===== config.mk =====
export PLATFORM = sky130hd
export DESIGN_NAME = seg_reader
export DESIGN_NICKNAME = d
export VERILOG_FILES = /design/src/rtl/seg_pkg.sv /design/src/rtl/seg_to_bcd.sv /design/src/rtl/seg_reader.sv
export SDC_FILE = /design/constraint.sdc
export NUM_CORES = 1
export LEC_CHECK = 0
export ABC_AREA = 1
export CAP_MARGIN = 30
export CORE_ASPECT_RATIO = 0.5
export CORE_MARGIN = 5
export CORE_UTILIZATION = 54
export CTS_BUF_LIST = sky130_fd_sc_hd__clkbuf_4
export DETAILED_ROUTE_END_ITERATION = 16
export GPL_TIMING_DRIVEN = 0
export PLACE_DENSITY_LB_ADDON = 0.08
export SETUP_SLACK_MARGIN = 0.2
export SYNTH_ARGS = -nofsm -noshare
export SYNTH_HDL_FRONTEND = slang
export SYNTH_SLANG_ARGS = --single-unit

===== constraint.sdc =====
create_clock -name clock -period 1.73 [get_ports clock]
set_input_delay 0.173 -clock clock [delete_from_list [all_inputs] [get_ports clock]]
set_output_delay 0.173 -clock clock [all_outputs]
set_load 0.02 [all_outputs]

===== src/rtl/seg_pkg.sv =====
// Shared seven-segment encoding table and bit order, used by both the
// segment encoder and the segment reader so the two directions stay in step.
package seg_pkg;

    // Bit positions inside the 7-bit {a,b,c,d,e,f,g} segment vector.
    localparam int SEG_A_BIT = 6;
    localparam int SEG_B_BIT = 5;
    localparam int SEG_C_BIT = 4;
    localparam int SEG_D_BIT = 3;
    localparam int SEG_E_BIT = 2;
    localparam int SEG_F_BIT = 1;
    localparam int SEG_G_BIT = 0;

    localparam logic [6:0] SEG_0     = 7'h7E;
    localparam logic [6:0] SEG_1     = 7'h30;
    localparam logic [6:0] SEG_2     = 7'h6D;
    localparam logic [6:0] SEG_3     = 7'h79;
    localparam logic [6:0] SEG_4     = 7'h33;
    localparam logic [6:0] SEG_5     = 7'h5B;
    localparam logic [6:0] SEG_6     = 7'h5F;
    localparam logic [6:0] SEG_7     = 7'h70;
    localparam logic [6:0] SEG_8     = 7'h7F;
    localparam logic [6:0] SEG_9     = 7'h7B;
    localparam logic [6:0] SEG_BLANK = 7'h00;

    typedef struct packed {
        logic       legal;
        logic [3:0] bcd;
    } seg_dec_t;

    // Forward direction, kept next to the table the reader decodes against.
    function automatic logic [6:0] bcd_to_seg(input logic [3:0] d);
        case (d)
            4'd0:    bcd_to_seg = SEG_0;
            4'd1:    bcd_to_seg = SEG_1;
            4'd2:    bcd_to_seg = SEG_2;
            4'd3:    bcd_to_seg = SEG_3;
            4'd4:    bcd_to_seg = SEG_4;
            4'd5:    bcd_to_seg = SEG_5;
            4'd6:    bcd_to_seg = SEG_6;
            4'd7:    bcd_to_seg = SEG_7;
            4'd8:    bcd_to_seg = SEG_8;
            4'd9:    bcd_to_seg = SEG_9;
            default: bcd_to_seg = SEG_BLANK;
        endcase
    endfunction

endpackage


===== src/rtl/seg_to_bcd.sv =====
// Combinational seven-segment pattern to BCD decoder; any pattern outside
// the ten digit shapes is reported as illegal.
module seg_to_bcd
    import seg_pkg::*;
(
    input  logic [6:0] seg,
    output logic       legal,
    output logic [3:0] bcd
);

    seg_dec_t dec;

    always_comb begin
        dec = '{legal: 1'b1, bcd: 4'd0};
        case (seg)
            SEG_0:   dec.bcd = 4'd0;
            SEG_1:   dec.bcd = 4'd1;
            SEG_2:   dec.bcd = 4'd2;
            SEG_3:   dec.bcd = 4'd3;
            SEG_4:   dec.bcd = 4'd4;
            SEG_5:   dec.bcd = 4'd5;
            SEG_6:   dec.bcd = 4'd6;
            SEG_7:   dec.bcd = 4'd7;
            SEG_8:   dec.bcd = 4'd8;
            SEG_9:   dec.bcd = 4'd9;
            default: dec.legal = 1'b0;
        endcase
    end

    assign legal = dec.legal;
    assign bcd   = dec.bcd;

endmodule


===== src/rtl/seg_reader.sv =====
// Recovers the BCD digits shown on a scanned seven-segment display bus,
// committing a digit only after its pattern has been stable for STABLE cycles.
module seg_reader
    import seg_pkg::*;
#(
    parameter int DIGITS     = 4,
    parameter int STABLE     = 4,
    parameter int ACTIVE_LOW = 0
) (
    input  logic                  clock,
    input  logic                  reset,
    input  logic [6:0]            seg,
    input  logic [DIGITS-1:0]     dig_sel,
    input  logic                  err_clear,
    output logic [4*DIGITS-1:0]   bcd,
    output logic [DIGITS-1:0]     digit_valid,
    output logic                  update,
    output logic                  error
);

    localparam int             CW       = $clog2(STABLE + 1);
    localparam logic [CW-1:0]  CNT_MAX  = CW'(STABLE);
    localparam logic [CW-1:0]  CNT_LAST = CW'(STABLE - 1);

    logic [6:0]          s_seg_q, s_seg_d;
    logic [DIGITS-1:0]   s_sel_q, s_sel_d;
    logic [CW-1:0]       cnt_q, cnt_d;
    logic [4*DIGITS-1:0] bcd_q, bcd_d;
    logic [DIGITS-1:0]   valid_q, valid_d;
    logic                update_q, update_d;
    logic                error_q, error_d;

    logic                same;
    logic                commit;
    logic                sel_none;
    logic                sel_multi;
    logic                new_err;
    logic                dec_legal;
    logic [3:0]          dec_bcd;

    seg_to_bcd u_dec (
        .seg   (s_seg_q),
        .legal (dec_legal),
        .bcd   (dec_bcd)
    );

    always_comb begin
        s_seg_d   = (ACTIVE_LOW != 0) ? ~seg : seg;
        s_sel_d   = (ACTIVE_LOW != 0) ? ~dig_sel : dig_sel;
        same      = (s_seg_d == s_seg_q) && (s_sel_d == s_sel_q);

        cnt_d     = cnt_q;
        if (!same)
            cnt_d = '0;
        else if (cnt_q != CNT_MAX)
            cnt_d = cnt_q + CW'(1);

        // Only the STABLE-1 -> STABLE step commits, so a held input commits once.
        commit    = same && (cnt_q == CNT_LAST);
        sel_none  = (s_sel_q == '0);
        sel_multi = (s_sel_q & (s_sel_q - DIGITS'(1))) != '0;

        bcd_d     = bcd_q;
        valid_d   = valid_q;
        update_d  = 1'b0;
        new_err   = 1'b0;

        if (commit && !sel_none) begin
            if (sel_multi) begin
                new_err = 1'b1;
            end else if (dec_legal) begin
                update_d = 1'b1;
                for (int i = 0; i < DIGITS; i++) begin
                    if (s_sel_q[i]) begin
                        bcd_d[4*i +: 4] = dec_bcd;
                        valid_d[i]      = 1'b1;
                    end
                end
            end else begin
                new_err = 1'b1;
                for (int i = 0; i < DIGITS; i++) begin
                    if (s_sel_q[i])
                        valid_d[i] = 1'b0;
                end
            end
        end

        // A fresh error outranks a simultaneous clear.
        if (new_err)
            error_d = 1'b1;
        else if (err_clear)
            error_d = 1'b0;
        else
            error_d = error_q;
    end

    always_ff @(posedge clock) begin
        if (reset) begin
            s_seg_q  <= '0;
            s_sel_q  <= '0;
            cnt_q    <= '0;
            bcd_q    <= '0;
            valid_q  <= '0;
            update_q <= 1'b0;
            error_q  <= 1'b0;
        end else begin
            s_seg_q  <= s_seg_d;
            s_sel_q  <= s_sel_d;
            cnt_q    <= cnt_d;
            bcd_q    <= bcd_d;
            valid_q  <= valid_d;
            update_q <= update_d;
            error_q  <= error_d;
        end
    end

    assign bcd         = bcd_q;
    assign digit_valid = valid_q;
    assign update      = update_q;
    assign error       = error_q;

endmodule


# Word level (Yosys, flattened, before mapping)
# Index checks and enable logic that the tools add are counted.
[totals]
inputBits = 14
out_inout_bits = 22
ff_bits = 36
word_cells = 68
[classes]
addsub = 2
n_eq_ne = 14
n_reduce_logical = 18
mux = 17
bitwise_logic = 4
[ops]
columns = ["operator", "count"]
rows = [
  ["equality test 7 bit, second input constant", 8],
  ["case mux 4 bit (9 select lines)", 1],
  ["AND reduction 4 bit", 4],
  ["two-way mux 1 bit", 15],
  ["equality test 7 x 6 -> 1 bit, second input constant", 2],
  ["AND reduction 3 bit", 4],
  ["OR reduction 10 bit", 1],
  ["equality test 7 bit", 1],
  ["bitwise AND 4 bit", 1],
  ["equality test 4 bit", 1],
  ["zero test 4 bit", 1],
  ["two-way mux 4 bit", 1],
  ["nonzero test 4 bit", 1],
  ["subtractor 4 x 1 -> 4 bit, second input constant", 1],
  ["adder 3 x 1 -> 3 bit, second input constant", 1],
  ["equality test 3 x 2 -> 1 bit, second input constant", 1],
  ["logical AND 1 bit", 3],
  ["!= test 3 bit, second input constant", 1],
  ["NOT 1 bit", 3],
  ["OR reduction 3 bit", 1],
  ["nonzero test 2 bit", 1],
  ["OR reduction 2 bit", 1],
  ["zero test 1 bit", 1],
]

# Longest topological paths before layout
[logic_depth]
ltp_word = 7
ltp_mapped = 12
ltp_nobuf = 11

# By module
# Synthesis repeated with hierarchy kept, for this count alone.
[hier_totals]
hier_cells = 280
area_unflattened_um2 = 1866.8
[modules_own_cells]
columns = ["mod", "cells_per_inst", "area_each_um2", "seq_area_each_um2", "instances"]
rows = [
  ["seg_reader", 229, 1651.6, 720.7, 1],
  ["seg_to_bcd", 51, 215.2, 0.0, 1],
]

# Worst setup path before layout
# OpenSTA, ideal clock, no wires.
[synth_timing]
path_type = "reg-to-reg"
from = "reg cnt_q[1]"
to = "reg bcd_q[14], in the netlist bcd[14]"
required_ns = 1.617
period_less_slack_ns = 1.589
path_slack_ns = 0.141
path_buffers = 0
arrival_ns = 1.476
path_stages_with_launch = 10
setup_ns = 0.113
path_cell_list = "dfxtp_1 ha_1 ha_1 inv_1 a31oi_2 nand4_2 nor2_4 nand2_1 nand2_1 nor2_1"
[synth_via]
elab_chain_len = 4
[synth_lines]
columns = ["item", "line_no", "source"]
rows = [
  ["start: declaration", "seg_reader.sv:27", "logic [CW-1:0] cnt_q, cnt_d;"],
  ["start signal: assignment", "seg_reader.sv:109", "cnt_q <= cnt_d;"],
  ["equality test 3 x 2 -> 1 bit", "seg_reader.sv:59", "commit = same && (cnt_q == CNT_LAST);"],
  ["logical AND 1 bit", "seg_reader.sv:59", ""],
  ["logical AND 1 bit", "seg_reader.sv:68", "if (commit && !sel_none) begin"],
  ["AND reduction 4 bit (no source line)", "-", ""],
  ["end signal: assignment", "seg_reader.sv:102", "bcd_q <= '0;"],
  ["end signal: assignment", "seg_reader.sv:110", "bcd_q <= bcd_d;"],
  ["end: declaration", "seg_reader.sv:28", "logic [4*DIGITS-1:0] bcd_q, bcd_d;"],
]
# Every way passes these cells.
# A chain may end at the register's enable or synchronous reset.

# Worst setup path in the final report
[layout_timing]
from = "reg s_seg_q[1]"
to = "reg bcd_q[8], in the netlist bcd[8]"
[layout_via]
elab_chain_len = 5
elab_cells_between_ends = 18
classes_between = "11 x eq/ne; 2 x mux; 5 x reduce/logical"
[layout_lines]
columns = ["item", "line_no", "source"]
rows = [
  ["start: declaration", "seg_reader.sv:25", "logic [6:0] s_seg_q, s_seg_d;"],
  ["start signal: assignment", "seg_reader.sv:107", "s_seg_q <= s_seg_d;"],
  ["branches (longest 5 deep; another with OR reduction 10 bit)", "-", ""],
]
# Parallel ways; which one is timed is not known.

==> flow_metrics.tcl <==
set metrics [dict create \
    grt_antenna_before_repair 0 \
    avgRoutedWirePerCell_um 12.7 \
    cts_tree "built" \
    io_buffers 34 \
    worstSkewPairLatency_ns 0.34 \
    critPathMaxFanout 6 \
    cts_sinks 36 \
    n_antenna_cell 0 \
    synthArstFlopShare_pct 0 \
    root_buffer "clkbuf_4" \
    syn_to_final_growth_pct 44.7 \
    dr_total_vias 1873 \
    clkPwrFrac_pct 36.7 \
    hold_viol_final 0 \
    grt_max_degree 12 \
    postRouteAntennaNets 0 \
    setup_viol 0 \
    required_ns 1.98 \
    drt_iter0_drc 88 \
    grt_setup_unrepaired "yes" \
    dr.pass1.iters 4 \
    cts_hold_buf 0 \
    clk_pin_slew_ns 0.12 \
    worst_clock_skew_ns 0.0105 \
    drive_above_1_share_pct 27.1 \
    synth_commonest_cells "nand2_1, nor2_1, dfxtp_1, inv_1, nand3_1" \
    grt_pass1_wl_mm 7.54 \
    place_congestion 0.793 \
    seqPwrFrac_pct 52.0 \
    hold_ws_ns 0.202 \
    swShare_pct 25.4 \
    worstMarginPinSlew_ns 0.621 \
    slew_headroom_pct 58.3 \
    synth.area.top_cells "dfxtp_1, nand2_1, nor2_1, inv_1, nor2_4" \
    finalCriticalPeriod_ns 1.62 \
    max-clock-path-buffers 2 \
    die_y_um 52.1 \
    drc 0 \
    stdcell_area_um2 2770 \
    synth-seq-cells 36 \
    synthesis.nets 287 \
    die_w_um 94.1 \
    power.switching_w 0.000421 \
    synth-edff-count 0 \
    placed_cell_area_um2 2320 \
    dp_slack_ns -0.248 \
    pwr-share-comb_pct 11.2 \
    p_int_w 0.00124 \
    critPathArrivalTime_ns 1.87 \
    drv_cap 0 \
    syn_inst 270 \
    period_share_pct 93.5 \
    outcome "complete, no violations" \
    synth.avg_cell_area_um2 7.08 \
    cp-start-kind "flip-flop" \
    peakVddDrop_v 0.000415 \
    final_max_slew_viol_count 0 \
    syn_area_um2 1910 \
    viasPerCell 4.94 \
    htree_levels 2 \
    layout_setup_ws_ns 0.112 \
    end_kind "flip-flop" \
    finalSetupTns_ns 0 \
    fin_nets 344 \
    synth_most_common_cell "nand2_1" \
    ys_seq_area_share_pct 37.7 \
    wl_mm 4.81 \
    ys_warn_count 0 \
    yosys.area.top_type_share_pct 37.7 \
    synth_cell_types 29 \
    power_density_nw_per_um2 599 \
    grt_overflow 0 \
    hpwlAfterDp_mm 3.22 \
    post-layout-total-power_w 0.00166 \
    cts_buffers 5 \
    initial_utilization_pct 55.9 \
    io_pins 36 \
    hp-class "in -> reg" \
    path_class "reg -> reg" \
    die-area_um2 4900 \
    synthFlopType "dfxtp_1" \
    grt_pass1_vias 1675 \
    core_region_area_um2 3420 \
    p_leak_nw 1.39 \
    fmax_mhz 618 \
    grt.total_usage_pct 19.9 \
    synth_top_area_cell "dfxtp_1" \
    rows 15 \
]
logic make-up (layout without fill, tap and decap cells):
| family | after synthesis | after routing | share of synthesized area (%) |
|---|---|---|---|
| buffers and inverters | 42 | 100 | 9.36 |
| XOR/XNOR | 4 | 4 | 1.83 |
| AO/OA/AOI/OAI | 14 | 14 | 4.72 |
| flip-flops | 36 | 36 | 37.7 |
| adder cells (fa/ha/maj) | 3 | 3 | 1.96 |
| AND/OR/NAND/NOR | 171 | 171 | 44.4 |
layer usage:
| layer | vias to the layer above | wire, µm | global-route usage, % |
|---|---|---|---|
| met5 | - | 0 | 0 |
| met4 | 0 | 81 | 4.80 |
| met3 | 14 | 365 | 5.92 |
| met2 | 63 | 2310 | 34.9 |
| met1 | 844 | 2060 | 24.3 |
| li1 | 952 | - | - |
final timing paths:
check	start	endpoint	slack, ns	depth (start not counted)
worst max-delay path	s_seg_q[1]	bcd[8]	0.11	12
worst min-delay path	reset	digit_valid[2]	0.20	2
worst max register to register	s_seg_q[1]	bcd[8]	0.11	12
worst min register to register	digit_valid[2]	digit_valid[2]	0.48	2
metrics by stage:
stage | instances | utilization, %
after global placement | 355 | 68.0
after detailed placement | 355 | 68.0
after CTS | 373 | 75.4
after floorplan | 270 | -
final | 379 | 81.0
after global routing | 379 | 81.0
state kept, by name, summed over array words and instances, names as in the netlist:
name / flops
bcd: 16
digit_valid: 4
update: 1
error: 1
s_seg_q: 7
cnt_q: 3
s_sel_q: 4
cells in the final DEF, fill, tap and decap left out, types with 5 or more instances in the layout:
cell	netlist	routed
o21bai_1	5	5
buf_4	0	11
a21oi_1	6	6
nand2_2	4	9
inv_1	31	27
clkdlybuf4s50_1	0	26
inv_2	4	7
nor2_2	5	10
dfxtp_1	36	26
nand2_1	68	63
dfxtp_4	0	7
nor2_4	6	9
nor3_1	5	5
nand3_1	9	6
nor2_1	59	51
clkbuf_4	0	6
dlymetal6s2s_1	0	8
power by group through the flow:
stage | Clock (W) | Combinational, W | Sequential (W)
global route | 0.000663 | 0.000205 | 0.000866
detailed placement | 0 | 0.000149 | 0.000877
floorplan | 0 | 0.0000992 | 0.000874
CTS | 0.000618 | 0.000163 | 0.000859
global placement | 0 | 0.000145 | 0.000876
finish | 0.000609 | 0.000186 | 0.000862
what timing repair did:
item                       CTS  global route
setup endpoints to repair   21            30
pin swaps                    8            21
gates resized for setup     26            38
buffers inserted            10             5
gates cloned                 0             1
layout make-up:
cell class	count	area (µm²)
Inverter	38	150
Buffer	4	31.3
Clock inverter	2	35.0
Timing Repair Buffer	50	531
Multi-Input combinational cell	192	1160
Fill cell	236	651
Tap cell	51	63.8
Sequential cell	36	751
Clock buffer	6	45.0
worst max-delay path, stage by stage, from the launching register on:
cell and delay, ns:
dfxtp_4 0.41, nand2_2 0.08, inv_2 0.09, nand2_2 0.08, nor2_4 0.16, nor2_4 0.05
nand3_4 0.10, nor2_8 0.07, buf_4 0.14, nor2_4 0.15, nand2_1 0.07, nand2_1 0.08
nor2_1 0.04
Note: power is estimated with default switching activity, not from simulation.
